<file path="config.mk">
export PLATFORM = sky130hd
export DESIGN_NAME = cdb_arbiter_flat
export DESIGN_NICKNAME = d
export VERILOG_FILES = /design/src/rtl/cdb_arbiter_if.sv /design/src/rtl/cdb_arbiter.sv /design/src/flat_wrapper.sv
export SDC_FILE = /design/constraint.sdc
export NUM_CORES = 1
export LEC_CHECK = 0
export ABC_CLOCK_PERIOD_IN_PS = 30400
export BUFFER_PORTS_ARGS = -buffer_cell sky130_fd_sc_hd__buf_4
export CORE_ASPECT_RATIO = 0.6
export CORE_UTILIZATION = 60
export DETAILED_ROUTE_END_ITERATION = 7
export PLACE_DENSITY = 0.79
export SLEW_MARGIN = 20
export SYNTH_ARGS = -nofsm -noshare
export SYNTH_HDL_FRONTEND = slang
export SYNTH_SLANG_ARGS = --single-unit
</file>
<file path="constraint.sdc">
create_clock -name clk -period 30.4 [get_ports clk]
set_input_delay 0 -clock clk [delete_from_list [all_inputs] [get_ports clk]]
set_output_delay 0 -clock clk [all_outputs]
set_load 0.05 [all_outputs]
</file>
<file path="src/rtl/cdb_arbiter_if.sv">
// Bus bundle between execution units and the CDB arbiter: per-unit result capture,
// flush, issue throttling and the single broadcast port.
`ifndef REG_VAL_WIDTH
`define REG_VAL_WIDTH 32
`endif
`ifndef PHYSICAL_REG_NUM_WIDTH
`define PHYSICAL_REG_NUM_WIDTH 6
`endif
`ifndef ROB_SIZE_WIDTH
`define ROB_SIZE_WIDTH 4
`endif

interface cdb_arbiter_if #(
  parameter int unsigned NUM_FU       = 3,
  parameter int unsigned FU_IDX_WIDTH = (NUM_FU <= 1) ? 1 : $clog2(NUM_FU)
);
  logic [NUM_FU-1:0]                           fu_valid;
  logic [NUM_FU*`REG_VAL_WIDTH-1:0]            fu_result_val;
  logic [NUM_FU*`PHYSICAL_REG_NUM_WIDTH-1:0]   fu_result_addr;
  logic [NUM_FU*`ROB_SIZE_WIDTH-1:0]           fu_tag;
  logic                                        flush;
  logic [NUM_FU-1:0]                           fu_ready;
  logic                                        cdb_valid;
  logic [`REG_VAL_WIDTH-1:0]                   cdb_val;
  logic [`PHYSICAL_REG_NUM_WIDTH-1:0]          cdb_addr;
  logic [`ROB_SIZE_WIDTH-1:0]                  cdb_tag;
  logic [FU_IDX_WIDTH-1:0]                     cdb_src;
  logic                                        overflow_err;

  modport slave (
    input  fu_valid, fu_result_val, fu_result_addr, fu_tag, flush,
    output fu_ready, cdb_valid, cdb_val, cdb_addr, cdb_tag, cdb_src, overflow_err
  );

  modport master (
    output fu_valid, fu_result_val, fu_result_addr, fu_tag, flush,
    input  fu_ready, cdb_valid, cdb_val, cdb_addr, cdb_tag, cdb_src, overflow_err
  );
endinterface

</file>
<file path="src/rtl/cdb_arbiter.sv">
// Common Data Bus arbiter: per-unit result FIFOs drained one entry per cycle in
// round-robin order, with issue throttling and a sticky drop indicator.
`ifndef REG_VAL_WIDTH
`define REG_VAL_WIDTH 32
`endif
`ifndef PHYSICAL_REG_NUM_WIDTH
`define PHYSICAL_REG_NUM_WIDTH 6
`endif
`ifndef ROB_SIZE_WIDTH
`define ROB_SIZE_WIDTH 4
`endif

module cdb_arbiter #(
  parameter int unsigned NUM_FU       = 3,
  parameter int unsigned FIFO_DEPTH   = 4,
  parameter int unsigned READY_SLACK  = 2,
  parameter int unsigned FU_IDX_WIDTH = (NUM_FU <= 1) ? 1 : $clog2(NUM_FU)
) (
  input logic          clk,
  input logic          reset,
  cdb_arbiter_if.slave bus
);
  localparam int unsigned VW   = `REG_VAL_WIDTH;
  localparam int unsigned AW   = `PHYSICAL_REG_NUM_WIDTH;
  localparam int unsigned TW   = `ROB_SIZE_WIDTH;
  localparam int unsigned EW   = VW + AW + TW;
  localparam int unsigned PtrW = $clog2(FIFO_DEPTH);
  localparam int unsigned CntW = $clog2(FIFO_DEPTH + 1);

  logic [EW-1:0]           mem_q    [NUM_FU][FIFO_DEPTH];
  logic [EW-1:0]           mem_d    [NUM_FU][FIFO_DEPTH];
  logic [PtrW-1:0]         rd_ptr_q [NUM_FU];
  logic [PtrW-1:0]         rd_ptr_d [NUM_FU];
  logic [PtrW-1:0]         wr_ptr_q [NUM_FU];
  logic [PtrW-1:0]         wr_ptr_d [NUM_FU];
  logic [CntW-1:0]         cnt_q    [NUM_FU];
  logic [CntW-1:0]         cnt_d    [NUM_FU];
  logic [FU_IDX_WIDTH-1:0] rr_ptr_q, rr_ptr_d;
  logic                    overflow_q, overflow_d;

  logic [FU_IDX_WIDTH-1:0] scan_idx [NUM_FU];
  logic                    grant_valid;
  logic [FU_IDX_WIDTH-1:0] grant_idx;
  logic [EW-1:0]           head;
  logic [NUM_FU-1:0]       pop_vec, full_vec, accept_vec;

  function automatic logic [PtrW-1:0] ptr_inc(input logic [PtrW-1:0] p);
    return (p == PtrW'(FIFO_DEPTH - 1)) ? '0 : p + PtrW'(1);
  endfunction

  // Scan order starts at the round-robin pointer and wraps modulo NUM_FU.
  always_comb begin
    for (int unsigned k = 0; k < NUM_FU; k++) begin
      scan_idx[k] = FU_IDX_WIDTH'((32'(rr_ptr_q) + k) % NUM_FU);
    end
  end

  always_comb begin
    grant_valid = 1'b0;
    grant_idx   = '0;
    for (int unsigned k = 0; k < NUM_FU; k++) begin
      if (!grant_valid && cnt_q[scan_idx[k]] != '0) begin
        grant_valid = 1'b1;
        grant_idx   = scan_idx[k];
      end
    end
    head = '0;
    if (grant_valid) head = mem_q[grant_idx][rd_ptr_q[grant_idx]];
  end

  assign bus.cdb_valid    = grant_valid;
  assign bus.cdb_val      = head[EW-1 -: VW];
  assign bus.cdb_addr     = head[AW+TW-1 -: AW];
  assign bus.cdb_tag      = head[TW-1:0];
  assign bus.cdb_src      = grant_idx;
  assign bus.overflow_err = overflow_q;

  always_comb begin
    bus.fu_ready = '0;
    pop_vec      = '0;
    full_vec     = '0;
    accept_vec   = '0;
    for (int unsigned i = 0; i < NUM_FU; i++) begin
      bus.fu_ready[i] = (FIFO_DEPTH - 32'(cnt_q[i])) >= READY_SLACK;
      pop_vec[i]      = grant_valid && (grant_idx == FU_IDX_WIDTH'(i));
      full_vec[i]     = cnt_q[i] == CntW'(FIFO_DEPTH);
      // A full FIFO still accepts when its head leaves in the same cycle.
      accept_vec[i]   = bus.fu_valid[i] && (!full_vec[i] || pop_vec[i]);
    end
  end

  always_comb begin
    mem_d      = mem_q;
    rd_ptr_d   = rd_ptr_q;
    wr_ptr_d   = wr_ptr_q;
    cnt_d      = cnt_q;
    overflow_d = overflow_q;
    rr_ptr_d   = rr_ptr_q;

    if (grant_valid) begin
      rr_ptr_d = (32'(grant_idx) == NUM_FU - 1) ? '0 : grant_idx + FU_IDX_WIDTH'(1);
    end

    for (int unsigned i = 0; i < NUM_FU; i++) begin
      if (bus.flush) begin
        rd_ptr_d[i] = '0;
        wr_ptr_d[i] = '0;
        cnt_d[i]    = '0;
      end else begin
        if (bus.fu_valid[i] && !accept_vec[i]) overflow_d = 1'b1;
        if (accept_vec[i]) begin
          mem_d[i][wr_ptr_q[i]] = {bus.fu_result_val[i*VW +: VW],
                                   bus.fu_result_addr[i*AW +: AW],
                                   bus.fu_tag[i*TW +: TW]};
          wr_ptr_d[i] = ptr_inc(wr_ptr_q[i]);
        end
        if (pop_vec[i]) rd_ptr_d[i] = ptr_inc(rd_ptr_q[i]);
        if (accept_vec[i] && !pop_vec[i]) begin
          cnt_d[i] = cnt_q[i] + CntW'(1);
        end else if (pop_vec[i] && !accept_vec[i]) begin
          cnt_d[i] = cnt_q[i] - CntW'(1);
        end
      end
    end
  end

  always_ff @(posedge clk or posedge reset) begin
    if (reset) begin
      mem_q      <= '{default: '0};
      rd_ptr_q   <= '{default: '0};
      wr_ptr_q   <= '{default: '0};
      cnt_q      <= '{default: '0};
      rr_ptr_q   <= '0;
      overflow_q <= 1'b0;
    end else begin
      mem_q      <= mem_d;
      rd_ptr_q   <= rd_ptr_d;
      wr_ptr_q   <= wr_ptr_d;
      cnt_q      <= cnt_d;
      rr_ptr_q   <= rr_ptr_d;
      overflow_q <= overflow_d;
    end
  end
endmodule
</file>
<file path="src/flat_wrapper.sv">
// flat-port wrapper written by rule: the top's interface ports become plain ports
module cdb_arbiter_flat 
#(
  parameter int unsigned NUM_FU       = 3,
  parameter int unsigned FIFO_DEPTH   = 4,
  parameter int unsigned READY_SLACK  = 2,
  parameter int unsigned FU_IDX_WIDTH = (NUM_FU <= 1) ? 1 : $clog2(NUM_FU)
)
  (clk, reset, bus_fu_valid, bus_fu_result_val, bus_fu_result_addr, bus_fu_tag, bus_flush, bus_fu_ready, bus_cdb_valid, bus_cdb_val, bus_cdb_addr, bus_cdb_tag, bus_cdb_src, bus_overflow_err);
  cdb_arbiter_if #(.NUM_FU(NUM_FU), .FU_IDX_WIDTH(FU_IDX_WIDTH)) bus_i ();
  input logic clk;
  input logic reset;
  input wire logic [$bits(bus_i.fu_valid)-1:0] bus_fu_valid;
  input wire logic [$bits(bus_i.fu_result_val)-1:0] bus_fu_result_val;
  input wire logic [$bits(bus_i.fu_result_addr)-1:0] bus_fu_result_addr;
  input wire logic [$bits(bus_i.fu_tag)-1:0] bus_fu_tag;
  input wire logic [$bits(bus_i.flush)-1:0] bus_flush;
  output wire logic [$bits(bus_i.fu_ready)-1:0] bus_fu_ready;
  output wire logic [$bits(bus_i.cdb_valid)-1:0] bus_cdb_valid;
  output wire logic [$bits(bus_i.cdb_val)-1:0] bus_cdb_val;
  output wire logic [$bits(bus_i.cdb_addr)-1:0] bus_cdb_addr;
  output wire logic [$bits(bus_i.cdb_tag)-1:0] bus_cdb_tag;
  output wire logic [$bits(bus_i.cdb_src)-1:0] bus_cdb_src;
  output wire logic [$bits(bus_i.overflow_err)-1:0] bus_overflow_err;
  assign bus_i.fu_valid = bus_fu_valid;
  assign bus_i.fu_result_val = bus_fu_result_val;
  assign bus_i.fu_result_addr = bus_fu_result_addr;
  assign bus_i.fu_tag = bus_fu_tag;
  assign bus_i.flush = bus_flush;
  assign bus_fu_ready = bus_i.fu_ready;
  assign bus_cdb_valid = bus_i.cdb_valid;
  assign bus_cdb_val = bus_i.cdb_val;
  assign bus_cdb_addr = bus_i.cdb_addr;
  assign bus_cdb_tag = bus_i.cdb_tag;
  assign bus_cdb_src = bus_i.cdb_src;
  assign bus_overflow_err = bus_i.overflow_err;
  cdb_arbiter #(.NUM_FU(NUM_FU), .FIFO_DEPTH(FIFO_DEPTH), .READY_SLACK(READY_SLACK), .FU_IDX_WIDTH(FU_IDX_WIDTH)) u_core (.clk(clk), .reset(reset), .bus(bus_i));
endmodule
</file>
Word-level counts from Yosys, hierarchy flattened
Cells that the tools add are included.

Bitwise operators: 9. Mux-type cells: 68. Add/sub/neg operators: 18. Equal/unequal tests: 11. Div/mod/pow operators: 3. Reductions and logical operators: 50. Magnitude comparators: 14.

Operators by type and width (count): bitwise mux 168 bit (3); binary-select mux 168 bit (select 2 bit) (1); 2-to-1 mux 168 bit (2); demux 42 bit (select 2 bit) (3); 2-to-1 mux 42 bit (6); greater-or-equal comparator 32 x 2 -> 1 bit (second input constant) (3); binary-select mux 42 bit (select 2 bit) (1); modulo 32 x 2 -> 32 bit (second input constant) (2); 2-to-1 mux 2 bit (24); 2-to-1 mux 3 bit (15); modulo 2 x 2 -> 32 bit (second input constant) (1); greater-or-equal comparator 3 bit (second input constant) (8); inverter 2 -> 3 bit (8); logical AND 1 bit (20); binary-select mux 3 bit (select 2 bit) (3); nonzero test 3 bit (6); adder 2 x 1 -> 2 bit (second input constant) (7); equality test 2 bit (second input constant) (7); nonzero test 2 bit (6); subtractor 3 x 3 -> 4 bit (first input constant) (3); logical NOT 1 bit (11); adder 3 x 1 -> 3 bit (second input constant) (3); equality test 3 bit (second input constant) (3); < comparator 3 x 1 -> 1 bit (second input constant) (3); 10 further kinds (24).

Word-level logic and storage cells: 196. Bits in registers: 528. Input bits: 132.

Longest topological paths before layout
Gate-level depths: netlist (run 1).

Word-level depth: 25. Gate-level depth with buffers: 16. Gate-level depth less buffers: 12.

Least setup slack after synthesis (run 1)
No wires, ideal clock.

Path kind: register to output. Start point: register u_core.rr_ptr_q[1]. End point: output bus_cdb_addr[0]. Stages on the path, launching flop included: 11. Arrival time: 3.374 ns. Buffers on the path: 1. Slack: 27.026 ns. Path through: dfrtp_1 > inv_1 > ha_1 > or4b_1 > a221o_1 > a21o_1 > inv_1 > nor3_1 > nor4_1 > clkbuf_1 > a32o_1.

Cells in the longest elaborated chain, start to end: 22.

Ends and longest elaborated chain: start: declaration (RTL line cdb_arbiter.sv:38) `logic [FU_IDX_WIDTH-1:0] rr_ptr_q, rr_ptr_d;`; start signal: assignment (RTL line cdb_arbiter.sv:140) `rr_ptr_q <= rr_ptr_d;`; parallel branches: the longest is 12 deep, another holds modulo 32 x 2 -> 32 bit; 2-to-1 mux 2 bit (*) (RTL line cdb_arbiter.sv:62) `if (!grant_valid && cnt_q[scan_idx[k]] != '0) begin`; named net bus_cdb_src[0] (RTL line flat_wrapper.sv:23) `output wire logic [$bits(bus_i.cdb_src)-1:0] bus_cdb_src;`; inverter 2 -> 3 bit (not written as such) (*) (RTL line cdb_arbiter.sv:68) `if (grant_valid) head = mem_q[grant_idx][rd_ptr_q[grant_idx]];`; binary-select mux 2 bit (select 2 bit) (RTL line cdb_arbiter.sv:68); 2-to-1 mux 2 bit (not written as such) (2 in series) (RTL line cdb_arbiter.sv:68); inverter 2 -> 3 bit (not written as such) (RTL line cdb_arbiter.sv:68); binary-select mux 42 bit (select 2 bit) (*) (RTL line cdb_arbiter.sv:68); 2-to-1 mux 42 bit (not written as such) (*) (2 in series) (RTL line cdb_arbiter.sv:68); 2-to-1 mux 42 bit (*) (RTL line cdb_arbiter.sv:68); end: declaration (RTL line flat_wrapper.sv:21) `output wire logic [$bits(bus_i.cdb_addr)-1:0] bus_cdb_addr;`.

Mark *: on every way through the listed nets, which the timed path passes. The select of a mux whose other input is x is not followed.

Final worst setup path (run 1)
Start point: register u_core.rr_ptr_q[0]. End point: output bus_cdb_val[6].

Cells in the longest elaborated chain, start to end: 22.

Ends and longest elaborated chain: parallel branches: the longest is 21 deep, another holds modulo 32 x 2 -> 32 bit; 2-to-1 mux 42 bit (*) (RTL line cdb_arbiter.sv:68); end: declaration (RTL line flat_wrapper.sv:20) `output wire logic [$bits(bus_i.cdb_val)-1:0] bus_cdb_val;`.

Every way passes the cells marked *. The select of a mux whose other input is x is not followed.

==> reports/qor.csv, run 1 <==
stage;metric;value;unit
run_status;status;finished, violations left;
run_status;failing checks;design-rule violations;
clocking;root buf cell;clkbuf_16;
timing;Final Cycle Share;0.217;
yosys;Post-Syn Area per Cell;12.2;um2
yosys;Synth area leader;dfrtp_1;
layout;commonest cells after routing, fill and taps aside;dfrtp_1, mux2_2, buf_4, mux2_1, dlygate4sd3_1;
clocking;clock buffer count from CTS;49;
timing;slew margin rel.;0.290;
detailed_routing;Starting DRT DRC Count;2818;
floorplanning;die area;45500;um2
clocking;post-CTS setup buffers;0;
layout;layout cells sized above 1;0.276;
clocking;Clock Latency Late Sink;0.58;ns
detailed_routing;Routed Antenna Nets;0;
critical_path;Arr. time, crit path;6.61;ns
floorplanning;Die Ht;166;um
layout;fill cell count;2911;
floorplanning;Chip Width;275;um
yosys;Post-Syn Instances;2200;
detailed_routing;Routed WL;80400;um
clocking;H-Tree Depth;2;
critical_path;CP Max Fanout;67;
critical_path;Crit path required time;30.40;ns
placement;number of I/O port buffers;180;
detailed_routing;DRT Pass-1 Iters;8;
floorplanning;# rows;59;
floorplanning;Initial Util;0.613;
layout;nets;2557;
clocking;clk sinks;528;
floorplanning;I/O Pins;181;
timing;Worst Max-Slew Pin Slew;1.07;ns
critical_path;Worst setup EP type;primary output;
critical_path;Startpoint Class;flop;
timing;Setup Viol. Count Final;0;
detailed_routing;Via-to-Cell Ratio;6.91;
grt;grt total ovfl;0;
detailed_routing;via count;20800;
placement;Detailed Place HPWL;44900;um
flow_run;Max Cap Violations;0;
grt;antenna violations before repair;1;
yosys;Most used DFF post-synth;dfrtp_1;
timing;final critical-path required period;6.61;ns
layout;most common cell after layout, fill and taps aside;dfrtp_1;
yosys;Netlist cell types;66;
placement;Final GP Congestion;0.883;
grt;global-route wire length before repair;125000;um
yosys;Cell Area, Synth;26700;um2
timing;final slew viol count;0;
yosys;fraction of registers with async set/reset;1.00;
clocking;clock-pin slew on the worst setup and hold paths;0.07;ns
grt;gr usage total;0.358;
timing;FMAX;151;MHz
yosys;Synth top area share;0.494;
critical_path;Crit Path Class;flop to primary output;
yosys;#FFs+latches synth;528;
layout;multi-input logic area;12200;um2
grt;vias in the first global route;21200;
yosys;syn nets;2363;
yosys;sequential area share after synthesis;0.494;
yosys;count of flip-flops with a built-in enable after synthesis;0;
clocking;Longest Clk Path Bufs;3;
worst_hold_path;Hold Path Class;primary input to asynchronous set/reset pin;
floorplanning;Core Area;43600;um2
layout;sequential cell area;13200;um2
timing;RSZ-0062 raised after global routing;no;
timing;TNS Setup;0;ns
yosys;top cells by area, synth;dfrtp_1, mux2_2, mux2_1;
detailed_routing;DRC Markers;8;
grt;largest net degree at the start of global routing;192;
layout;Area Overhead vs Synth;16.7;%
detailed_routing;Wirelength per Cell;26.7;um
timing;Final Hold Fails;0;
clocking;CTS tree;done;
yosys;Ys Warns;0;
timing;Fin Clk Skew;0.0131;ns
cells in the mapped netlist, types with 3 or more instances:
master     number
dfrtp_1       528
mux2_2        345
mux2_1        160
inv_1         106
clkbuf_1      105
nand2_1       105
mux2i_1        91
nand3_1        90
o211ai_1       85
a2111oi_0      83
buf_2          55
a211oi_1       44
a221oi_1       43
and3_1         43
a32o_1         42
nand4_1        42
a311oi_1       41
ha_1           28
buf_4          26
nor2_1         18
buf_6          16
nor3_1         13
a21oi_1        12
o21ai_0         9
or3_1           5
nand3_4         4
nor2b_1         4
a221o_1         3
fa_1            3
o21bai_1        3
final cells by class:
class                   instances  share of cell area
clock inverters                12             0.00698
clock buffers                  74              0.0472
multi-input cells            1360               0.390
well taps                     579              0.0232
flip-flops and latches        528               0.423
repair buffers                348              0.0959
inverters                     107              0.0131
diodes                          1           0.0000802
cells by family (layout without fill, tap and decap cells):
kind of cell    after synthesis  in the layout  share of synthesized area
xor+xnor                      3              3                   0.000982
compound gates              388            388                      0.122
mux                         596            596                      0.247
buf+inv                     312            541                     0.0545
flops                       528            528                      0.494
simple gates                342            342                     0.0665
fa+ha+maj                    31             31                     0.0153
other cells                   0              1                          0
per-stage QoR:
step / setup WS [ns] / std cells / util / hold slack, ns / instance area, um2
after CTS: 23.90 / 3007 / 0.715 / 0.148 / 31200
after global placement: 24.68 / 2788 / 0.645 / 0.194 / 28200
after detailed placement: 24.60 / 2788 / 0.645 / 0.199 / 28200
after floorplan: 15.65 / 2200 / - / 0.132 / 26700
after global routing: 23.69 / 3009 / 0.715 / 0.193 / 31200
final: 23.79 / 3009 / 0.715 / 0.101 / 31200
worst paths after layout:
| path | cells past startpoint | slack (ns) | to | start |
|---|---|---|---|---|
| setup / recovery | 13 | 23.79 | bus_cdb_val[6] | u_core.rr_ptr_q[0]$_DFFE_PP0P_ |
| hold / removal | 3 | 0.10 | u_core.mem_q[132]$_DFFE_PP0P_ | reset |
| setup reg to reg | 11 | 24.60 | u_core.mem_q[303]$_DFFE_PP0P_ | u_core.rr_ptr_q[0]$_DFFE_PP0P_ |
| hold reg to reg | 1 | 0.48 | u_core.bus.overflow_err$_DFF_PP0_ | u_core.bus.overflow_err$_DFF_PP0_ |
| max in group asynchronous | 6 | 28.06 | u_core.mem_q[25]$_DFFE_PP0P_ | reset |
| min in group clk | 3 | 0.20 | u_core.mem_q[322]$_DFFE_PP0P_ | bus_fu_result_val[50] |
state kept, by name, indices dropped and copies added, names as in the netlist:
register,count
u_core.mem_q,504
u_core.bus.overflow_err,1
u_core.rr_ptr_q,2
u_core.wr_ptr_q,6
u_core.cnt_q,9
u_core.rd_ptr_q,6
metal layers:
layer / vias to the layer above / part of all wire / global-route usage
met5: - / 0 / 0
met4: 0 / 0.030 / 0.127
met3: 222 / 0.11 / 0.0931
met2: 1242 / 0.44 / 0.530
met1: 10700 / 0.42 / 0.510
li1: 8663 / - / -
critical path, cell delays in order (launching register included):
cell	delay [ns]
dfrtp_1	0.38
inv_1	0.11
ha_4	0.38
nor4b_2	0.30
o32ai_4	0.25
buf_4	0.61
o21a_4	0.40
clkinv_2	0.59
a2111oi_2	0.66
a221o_4	0.64
buf_4	0.79
mux2i_1	0.37
a32o_1	0.24
buf_4	0.22
repair_timing:
item / 4_1_cts / 5_1_grt
resized for setup: 0 / 0
endpoints found under the hold margin: 630 / 0
hold buffers: 133 / 0
Power of run 1 is left out: the tool's default activity adds up to more than one toggle a clock period on the data nets, which glitch-free logic cannot reach.
==> inputs of run 2 (changes only) <==
- ABC_CLOCK_PERIOD_IN_PS: 30400 -> 6100
- clock period: 30.4 -> 6.1 ns (I/O delays scaled with it)
==> reports/qor.csv, run 2 (synthesis gave the netlist of run 1 again) <==
stage;metric;value;unit;change
run_status;status;finished, violations left;;
run_status;failing checks;design-rule violations;;
critical_path;Startpoint Class;flop;;
critical_path;Arr. time, crit path;5.24;ns;-1.37 ns
layout;most common cell after layout, fill and taps aside;dfrtp_1;;
floorplanning;# rows;59;;unchanged
worst_hold_path;Hold Path Class;primary input to asynchronous set/reset pin;;
grt;largest net degree at the start of global routing;143;;-26%
placement;Final GP Congestion;0.949;;+7.5%
clocking;clock-pin slew on the worst setup and hold paths;0.06;ns;about the same
placement;Detailed Place HPWL;46000;um;+2.4%
grt;gr usage total;0.354;;-0.00403
detailed_routing;Via-to-Cell Ratio;6.87;;-0.56%
critical_path;Crit Path Class;flop to primary output;;
critical_path;CP delay by family, top;compound AO/OA/AOI/OAI gates;;
floorplanning;I/O Pins;181;;unchanged
floorplanning;Initial Util;0.613;;unchanged
layout;commonest cells after routing, fill and taps aside;dfrtp_1, mux2_2, buf_4, mux2_1, dlygate4sd3_1;;
timing;Final Hold Fails;0;;unchanged
grt;vias in the first global route;20800;;-2.0%
detailed_routing;Routed Antenna Nets;0;;unchanged
critical_path;critical path's largest stage delay;0.78;ns;about the same
critical_path;CP Max Fanout;36;;-46%
flow_run;Max Cap Violations;0;;unchanged
clocking;PostCTS Resize Cnt;0;;unchanged
timing;slew margin rel.;0.253;;-0.0372
clocking;clock buffer count from CTS;49;;unchanged
floorplanning;die area;45500;um2;unchanged
layout;number of flip-flops under the largest register name;504;;unchanged
placement;number of I/O port buffers;180;;unchanged
layout;# diodes;0;;-1
detailed_routing;Wirelength per Cell;26.3;um;-1.5%
timing;RSZ-0062 raised after global routing;no;;
floorplanning;Core Area;43600;um2;unchanged
timing;Fin Clk Skew;0.0260;ns;+0.0129 ns
grt;antenna violations before repair;1;;unchanged
critical_path;Crit path required time;6.10;ns;-24.30 ns
grt;global-route wire length before repair;123000;um;-1.3%
grt;grt total ovfl;0;;unchanged
clocking;H-Tree Depth;2;;unchanged
critical_path;Reg2Reg Depth;12;;+1
timing;Final Cycle Share;0.858;;
critical_path;Levels on crit path;12;;-1
detailed_routing;Starting DRT DRC Count;2803;;-0.53%
detailed_routing;DRT Pass-1 Iters;8;;unchanged
clocking;CTS tree;done;;
detailed_routing;via count;20700;;-0.26%
timing;final slew viol count;0;;unchanged
layout;Non-Filler Instances;3018;;+0.30%
floorplanning;Chip Width;275;um;unchanged
timing;final critical-path required period;5.24;ns;
layout;nets;2565;;+0.31%
clocking;Longest Clk Path Bufs;3;;unchanged
timing;FMAX;191;MHz;
layout;sequential cell area;13200;um2;unchanged
detailed_routing;Routed WL;79400;um;-1.2%
timing;worst hold margin;0.163;ns;+0.0621 ns
critical_path;Worst setup EP type;primary output;;
layout;multi-input logic area;12200;um2;about the same
clocking;root buf cell;clkbuf_16;;
critical_path;worst path cell trace;inv_1, ha_4, nor4b_2, nor3_2, a211oi_4, buf_4, a21oi_4, a21oi_1, o31a_2, buf_4, a32o_1, buf_4;;
timing;Setup Viol. Count Final;0;;unchanged
placement;placed cells;2797;;+0.32%
layout;Most flops, register;u_core.mem_q;;
clocking;Clock Latency Late Sink;0.59;ns;about the same
critical_path;cell with the most instances on the worst path;buf_4;;
floorplanning;Die Ht;166;um;unchanged
detailed_routing;DRC Markers;8;;unchanged
critical_path;Worst Path Buf+Inv;4;;-1
layout;layout cells sized above 1;0.281;;+0.00461
layout;fill cell count;2883;;-0.96%
layout;Area Overhead vs Synth;16.8;%;
timing;Worst Max-Slew Pin Slew;1.12;ns;+0.0533 ns
layout;Largest regs;u_core.mem_q x504, u_core.cnt_q x9;;
clocking;clk sinks;528;;unchanged
critical_path;Worst path slowest cell;o31a_2;;
## run 2: cell types whose count changed in the layout (fill, tap and decap cells not counted), sizes merged
cell	before	now
clkinvlp	0	2
buf	215	223
inv	108	107
diode	1	0
clkbuf	74	71
bufinv	6	2
clkinv	5	13
## run 2: worst min-delay path: cells and delay by family
kind                   cells  cell delay [ns]
buffers and inverters      3             1.24
## run 2: what timing repair did
action,CTS,global route
hold endpoints to repair,556,0
hold buffers,133,0
buffers inserted,0,0
## run 2: area by class of cell
cell class,instances,area share
sequential,528,0.423
multi-input combinational,1360,0.390
timing repair buffer,356,0.100
clock buffer,71,0.0464
tap,579,0.0232
inverter,107,0.0130
clock inverter,17,0.00477
## run 2: worst paths after layout
| kind | start | endpoint | slack [ns] |
|---|---|---|---|
| worst max register to register | u_core.rr_ptr_q[0]$_DFFE_PP0P_ | u_core.mem_q[73]$_DFFE_PP0P_ | 1.42 |
| max in group asynchronous | reset | u_core.mem_q[399]$_DFFE_PP0P_ | 4.21 |
| min in group clk | bus_fu_result_val[48] | u_core.mem_q[236]$_DFFE_PP0P_ | 0.20 |
| worst min register to register | u_core.bus.overflow_err$_DFF_PP0_ | u_core.bus.overflow_err$_DFF_PP0_ | 0.46 |
| worst max-delay path | u_core.rr_ptr_q[0]$_DFFE_PP0P_ | bus_cdb_val[11] | 0.86 |
| worst min-delay path | reset | u_core.cnt_q[2]$_DFFE_PP0P_ | 0.16 |
## run 2: routing by layer
metal,share of wire,GRT usage
met3,0.11,0.0933
met1,0.42,0.508
met2,0.44,0.520
met4,0.032,0.120
met5,0,0
## run 2: metrics by stage
stage | instance area [um2] | setup WS, ns | setup TNS, ns | util
2_1_floorplan | 26800 | -1.08 | -568.19 | -
3_3_place_gp | 28300 | 1.73 | 0 | 0.649
3_5_place_dp | 28300 | 1.52 | 0 | 0.649
4_1_cts | 31200 | 0.982 | 0 | 0.716
5_1_grt | 31200 | 0.714 | 0 | 0.716
6_report | 31200 | 0.864 | 0 | 0.716
Power of run 2 is left out for the same reason.
